## src/rtl/addr_mode_sequencer.sv

```systemverilog
// rtl/addr_mode_sequencer.sv - 6502 addressing-mode decode and FETCH/A/E state sequencer
// State codes: FETCH=4'h0, A0..A3=4'h4..4'h7, E0..E3=4'h8..4'hB.
module addr_mode_sequencer #(
   parameter logic [7:0] NOP_OPCODE = 8'hEA
) (
   input  logic       clk,
   input  logic       rst,
   input  logic       ready,
   input  logic [7:0] data_in,
   input  logic [1:0] exec_cycles,
   input  logic       carry_from_low_op,
   output logic [3:0] state,
   output logic [3:0] mode,
   output logic [7:0] opcode_q,
   output logic       opcode_load,
   output logic       carry_to_high_op,
   output logic       instr_done
);

   typedef enum logic [3:0] {
      S_FETCH = 4'h0,
      S_A0    = 4'h4,
      S_A1    = 4'h5,
      S_A2    = 4'h6,
      S_A3    = 4'h7,
      S_E0    = 4'h8,
      S_E1    = 4'h9,
      S_E2    = 4'hA,
      S_E3    = 4'hB
   } state_t;

   localparam logic [3:0] M_IMP = 4'd0;
   localparam logic [3:0] M_IMM = 4'd1;
   localparam logic [3:0] M_ZPG = 4'd2;
   localparam logic [3:0] M_ZPX = 4'd3;
   localparam logic [3:0] M_ZPY = 4'd4;
   localparam logic [3:0] M_ABS = 4'd5;
   localparam logic [3:0] M_ABX = 4'd6;
   localparam logic [3:0] M_ABY = 4'd7;
   localparam logic [3:0] M_INX = 4'd8;
   localparam logic [3:0] M_INY = 4'd9;

   state_t     state_q;
   logic       carry_q;
   logic [1:0] e_cnt_q;
   logic [2:0] a_cnt;
   logic [2:0] a_cnt_next_op;
   logic [1:0] e_last;

   function automatic logic [3:0] decode_mode(input logic [7:0] op);
      logic [1:0] cc;
      logic [2:0] bbb;
      logic [2:0] aaa;
      logic [3:0] m;
      cc  = op[1:0];
      bbb = op[4:2];
      aaa = op[7:5];
      m   = M_IMP;
      if (cc == 2'b01) begin
         case (bbb)
            3'b000:  m = M_INX;
            3'b001:  m = M_ZPG;
            3'b010:  m = M_IMM;
            3'b011:  m = M_ABS;
            3'b100:  m = M_INY;
            3'b101:  m = M_ZPX;
            3'b110:  m = M_ABY;
            default: m = M_ABX;
         endcase
      end else if (cc != 2'b11) begin
         case (bbb)
            3'b000: begin
               if (cc == 2'b10 || aaa[2])
                  m = M_IMM;
               else if (op == 8'h20)
                  m = M_ABS;
               else
                  m = M_IMP;
            end
            3'b001:  m = M_ZPG;
            3'b011:  m = M_ABS;
            // LDX/STX zero-page forms index by Y instead of X
            3'b101:  m = (cc == 2'b10 && (aaa == 3'b100 || aaa == 3'b101)) ? M_ZPY : M_ZPX;
            3'b111:  m = (cc == 2'b10 && aaa == 3'b101) ? M_ABY : M_ABX;
            default: m = M_IMP;
         endcase
      end
      return m;
   endfunction

   function automatic logic [2:0] addr_count(input logic [3:0] m);
      logic [2:0] n;
      case (m)
         M_ZPG:               n = 3'd1;
         M_ZPX, M_ZPY, M_ABS: n = 3'd2;
         M_ABX, M_ABY:        n = 3'd3;
         M_INX, M_INY:        n = 3'd4;
         default:             n = 3'd0;
      endcase
      return n;
   endfunction

   assign mode          = decode_mode(opcode_q);
   assign a_cnt         = addr_count(mode);
   assign a_cnt_next_op = addr_count(decode_mode(data_in));
   assign e_last        = (state_q == S_E0) ? exec_cycles : e_cnt_q;

   assign state            = state_q;
   assign opcode_load      = (state_q == S_FETCH);
   assign carry_to_high_op = carry_q & (state_q == S_A2) & (mode == M_INY);
   assign instr_done       = (state_q[3:2] == 2'b10) && (state_q[1:0] == e_last);

   always_ff @(posedge clk) begin
      if (rst) begin
         state_q  <= S_FETCH;
         opcode_q <= NOP_OPCODE;
         carry_q  <= 1'b0;
         e_cnt_q  <= 2'd0;
      end else if (ready) begin
         case (state_q)
            S_FETCH: begin
               opcode_q <= data_in;
               carry_q  <= 1'b0;
               state_q  <= (a_cnt_next_op == 3'd0) ? S_E0 : S_A0;
            end
            S_A0, S_A1, S_A2, S_A3: begin
               if (state_q == S_A1 && mode == M_INY)
                  carry_q <= carry_from_low_op;
               if (({1'b0, state_q[1:0]} + 3'd1) < a_cnt)
                  state_q <= state_t'({2'b01, state_q[1:0] + 2'd1});
               else
                  state_q <= S_E0;
            end
            S_E0: begin
               e_cnt_q <= exec_cycles;
               state_q <= (exec_cycles != 2'd0) ? S_E1 : S_FETCH;
            end
            S_E1, S_E2, S_E3: begin
               if (state_q[1:0] < e_cnt_q)
                  state_q <= state_t'({2'b10, state_q[1:0] + 2'd1});
               else
                  state_q <= S_FETCH;
            end
            default: state_q <= S_FETCH;
         endcase
      end
   end

endmodule

```

## config.mk

```make
export PLATFORM = sky130hd
export DESIGN_NAME = addr_mode_sequencer
export DESIGN_NICKNAME = d
export VERILOG_FILES = /design/src/rtl/addr_mode_sequencer.sv
export SDC_FILE = /design/constraint.sdc
export NUM_CORES = 1
export LEC_CHECK = 0
export CAP_MARGIN = 30
export CORE_AREA = 2 2 51 89
export DETAILED_ROUTE_END_ITERATION = 12
export DIE_AREA = 0 0 53 91
export DONT_BUFFER_PORTS = 1
export REMOVE_ABC_BUFFERS = 1
export SLEW_MARGIN = 20
export SYNTH_ARGS = -nofsm -noshare
export SYNTH_HDL_FRONTEND = slang
export SYNTH_SLANG_ARGS = --single-unit
```

## constraint.sdc

```tcl
create_clock -name clk -period 6.68 [get_ports clk]
set_input_delay 1.336 -clock clk [delete_from_list [all_inputs] [get_ports clk]]
set_output_delay 1.336 -clock clk [all_outputs]
set_load 0.03 [all_outputs]
```

==> impl_metrics.json <==
{
  "r2r_start": "opcode_q[0]",
  "fin_ws_ps": 2410,
  "fmax_mhz": 234,
  "r2r-end": "state[1]",
  "tightest_slew_ps": 900,
  "ys_seq_elements": 15,
  "min_from": "e_cnt_q[1]",
  "synthToLayoutAreaGrowth_pct": 6.08,
  "regToRegSetupSlack_ps": 3300,
  "hold_ws_ps": 466,
  "cp.arrival_ps": 2940,
  "cts_root_buffer": "clkbuf_8",
  "setup_violations": 0,
  "p_leak_nw": 0.488,
  "rsz0062_at_grt": "false",
  "final_common_cell": "nand2_1",
  "hold-path-endpoint": "e_cnt_q[1]",
  "fin_crit_sh": 0.640,
  "place_congestion": 0.795,
  "clkPwrFrac": 0.275,
  "finalCriticalPeriod_ps": 4270,
  "fin_setup_tns_ps": 0,
  "drt_wl_total_um": 3100,
  "start_kind": "flip-flop",
  "initial_core_util": 0.293,
  "route.detailed.drc": 0,
  "row_count": 31,
  "place_ws_ps": 2650,
  "status": "complete, no violations",
  "p_sw_w": 0.000103,
  "cp-end-kind": "output port",
  "ys.flop_type": "dfxtp_1",
  "drtIter0Drc": 18,
  "syn-mean-instance-area_um2": 7.55,
  "p_per_area_nw_per_um2": 213,
  "clk_latency_ps": 250,
  "antenna_found_initial": 0,
  "grt_pass1_wl_um": 4960,
  "fin_area_um2": 1270,
  "nNetsFinal": 177,
  "hold_class": "flip-flop to flip-flop",
  "yosysWarnings": 0,
  "wl_per_cell_um": 15.2,
  "crit_path_max_fanout": 13,
  "num_vias": 1099,
  "required_ps": 5340,
  "cts_hold_buf": 0,
  "synthCells": 158,
  "final_util": 0.311,
  "drive_gt1_frac": 0.0839,
  "finalClockSkew_ps": 6.86,
  "power_frac_seq": 0.465,
  "grt_max_degree": 15,
  "grt-ovfl-total": 0,
  "hold_viol": 0,
  "netlist_area_um2": 1190,
  "report.final.slew_viol_count": 0,
  "cts_resized": 0,
  "async_flop_share": 0,
  "cts_tree": "yes",
  "path_clk_slew_ps": 70,
  "grt.total_usage": 0.138,
  "seq_area_frac_synth": 0.252,
  "dp_hpwl_um": 2520,
  "numCtsBuffers": 3,
  "worst-r2r-cell-count": 10,
  "dieArea_um2": 4820,
  "hold_depth": 2,
  "synth.distinct_cells": 49,
  "cts_setup_buffers": 0,
  "num_io_pins": 33,
  "synth_edf_count": 0,
  "clockBufferDepth": 2,
  "grt_pass1_vias": 1112,
  "htreeDepth": 1,
  "antennaDiodeCount": 0,
  "viasPerCell": 5.39,
  "intPower_w": 0.000167,
  "vdd_drop_max_v": 0.0000895,
  "portBuffers": 0,
  "switching_share": 0.382,
  "p_comb_frac": 0.260,
  "placed_area_um2": 1220,
  "cts_num_sinks": 15,
  "ant_nets": 0,
  "path_class": "flip-flop to output port",
  "max_cap_viol_count": 0,
  "die_w_um": 53,
  "relSlewSlack": 0.395,
  "layout_common_cells": "27 x nand2_1, 15 x dfxtp_1, 12 x a21oi_1",
  "die_h_um": 91,
  "fp.coreArea_um2": 4070,
  "dr.pass1.iters": 4
}
[final cells by class]
cell class                 count  area, um2
fill                         441       2810
multi-input combinational    126        817
sequential                    15        300
tap                           49       61.3
clock buffer                   3       41.3
inverter                       9       33.8
timing repair buffer           1       7.51
clock inverter                 1       5.00
[cell usage after synthesis (3+ instances only)]
cell      count  area, um2
a21oi_1      12       60.1
a31oi_1       3       18.8
clkbuf_1      5       18.8
dfxtp_1      15        300
ha_1          7       87.6
inv_1         9       33.8
mux2i_1       3       30.0
nand2_1      27        101
nand3_1       5       25.0
nand3b_1      4       30.0
nor2_1       10       37.5
nor2b_1       4       25.0
nor3_1        6       30.0
o21ai_0       4       20.0
xnor2_1       3       26.3
[flip-flops by register name, indices dropped and copies added, names as in the netlist]
register	cells
state	4
e_cnt_q	2
carry_q	1
opcode_q	8
[cells by family (layout without fill, tap and decap cells)]
logic type,count (synthesis),in the layout,share of synthesized area
buffers and inverters,17,14,0.0639
AO/OA/AOI/OAI,40,40,0.249
multiplexers,3,3,0.0252
XOR/XNOR,3,3,0.0220
adder cells (fa/ha/maj),7,7,0.0734
flip-flops,15,15,0.252
AND/OR/NAND/NOR,73,73,0.314
[worst max-delay path: stages, from the launching register on]
cell and delay [ps]:
dfxtp_1 740, nor3_1 120, a41o_1 280, o32a_4 450
or3_4 410, nor3_1 690
[metrics by stage]
stage,total power [W],cells
2_1_floorplan,0.000181,150
3_3_place_gp,0.000197,200
3_5_place_dp,0.000197,200
4_1_cts,0.000273,204
5_1_grt,0.000286,204
6_report,0.000270,204
[power groups by stage]
stage	Sequential (W)	Clock (W)	Combinational [W]
after floorplan	0.000123	0	0.0000582
after global placement	0.000127	0	0.0000699
after detailed placement	0.000127	0	0.0000699
after CTS	0.000125	0.0000776	0.0000702
after global routing	0.000127	0.0000807	0.0000780
final	0.000126	0.0000743	0.0000700
[worst max path at each step]
stage,slack [ps],to,start
after floorplan,2800,carry_to_high_op,opcode_q[3]
after global placement,2690,carry_to_high_op,opcode_q[3]
after detailed placement,2650,carry_to_high_op,opcode_q[3]
after CTS,2370,carry_to_high_op,opcode_q[3]
after global routing,2300,carry_to_high_op,opcode_q[3]
final,2410,carry_to_high_op,opcode_q[3]
[layer usage]
metal / track usage / vias to the layer above / wire [um]
met3: 0.0247 / 8 / 124
li1: - / 563 / -
met5: 0 / - / 0
met4: 0.0876 / 0 / 112
met1: 0.132 / 505 / 1130
met2: 0.252 / 23 / 1730
Power figures use the tool's default switching activity.
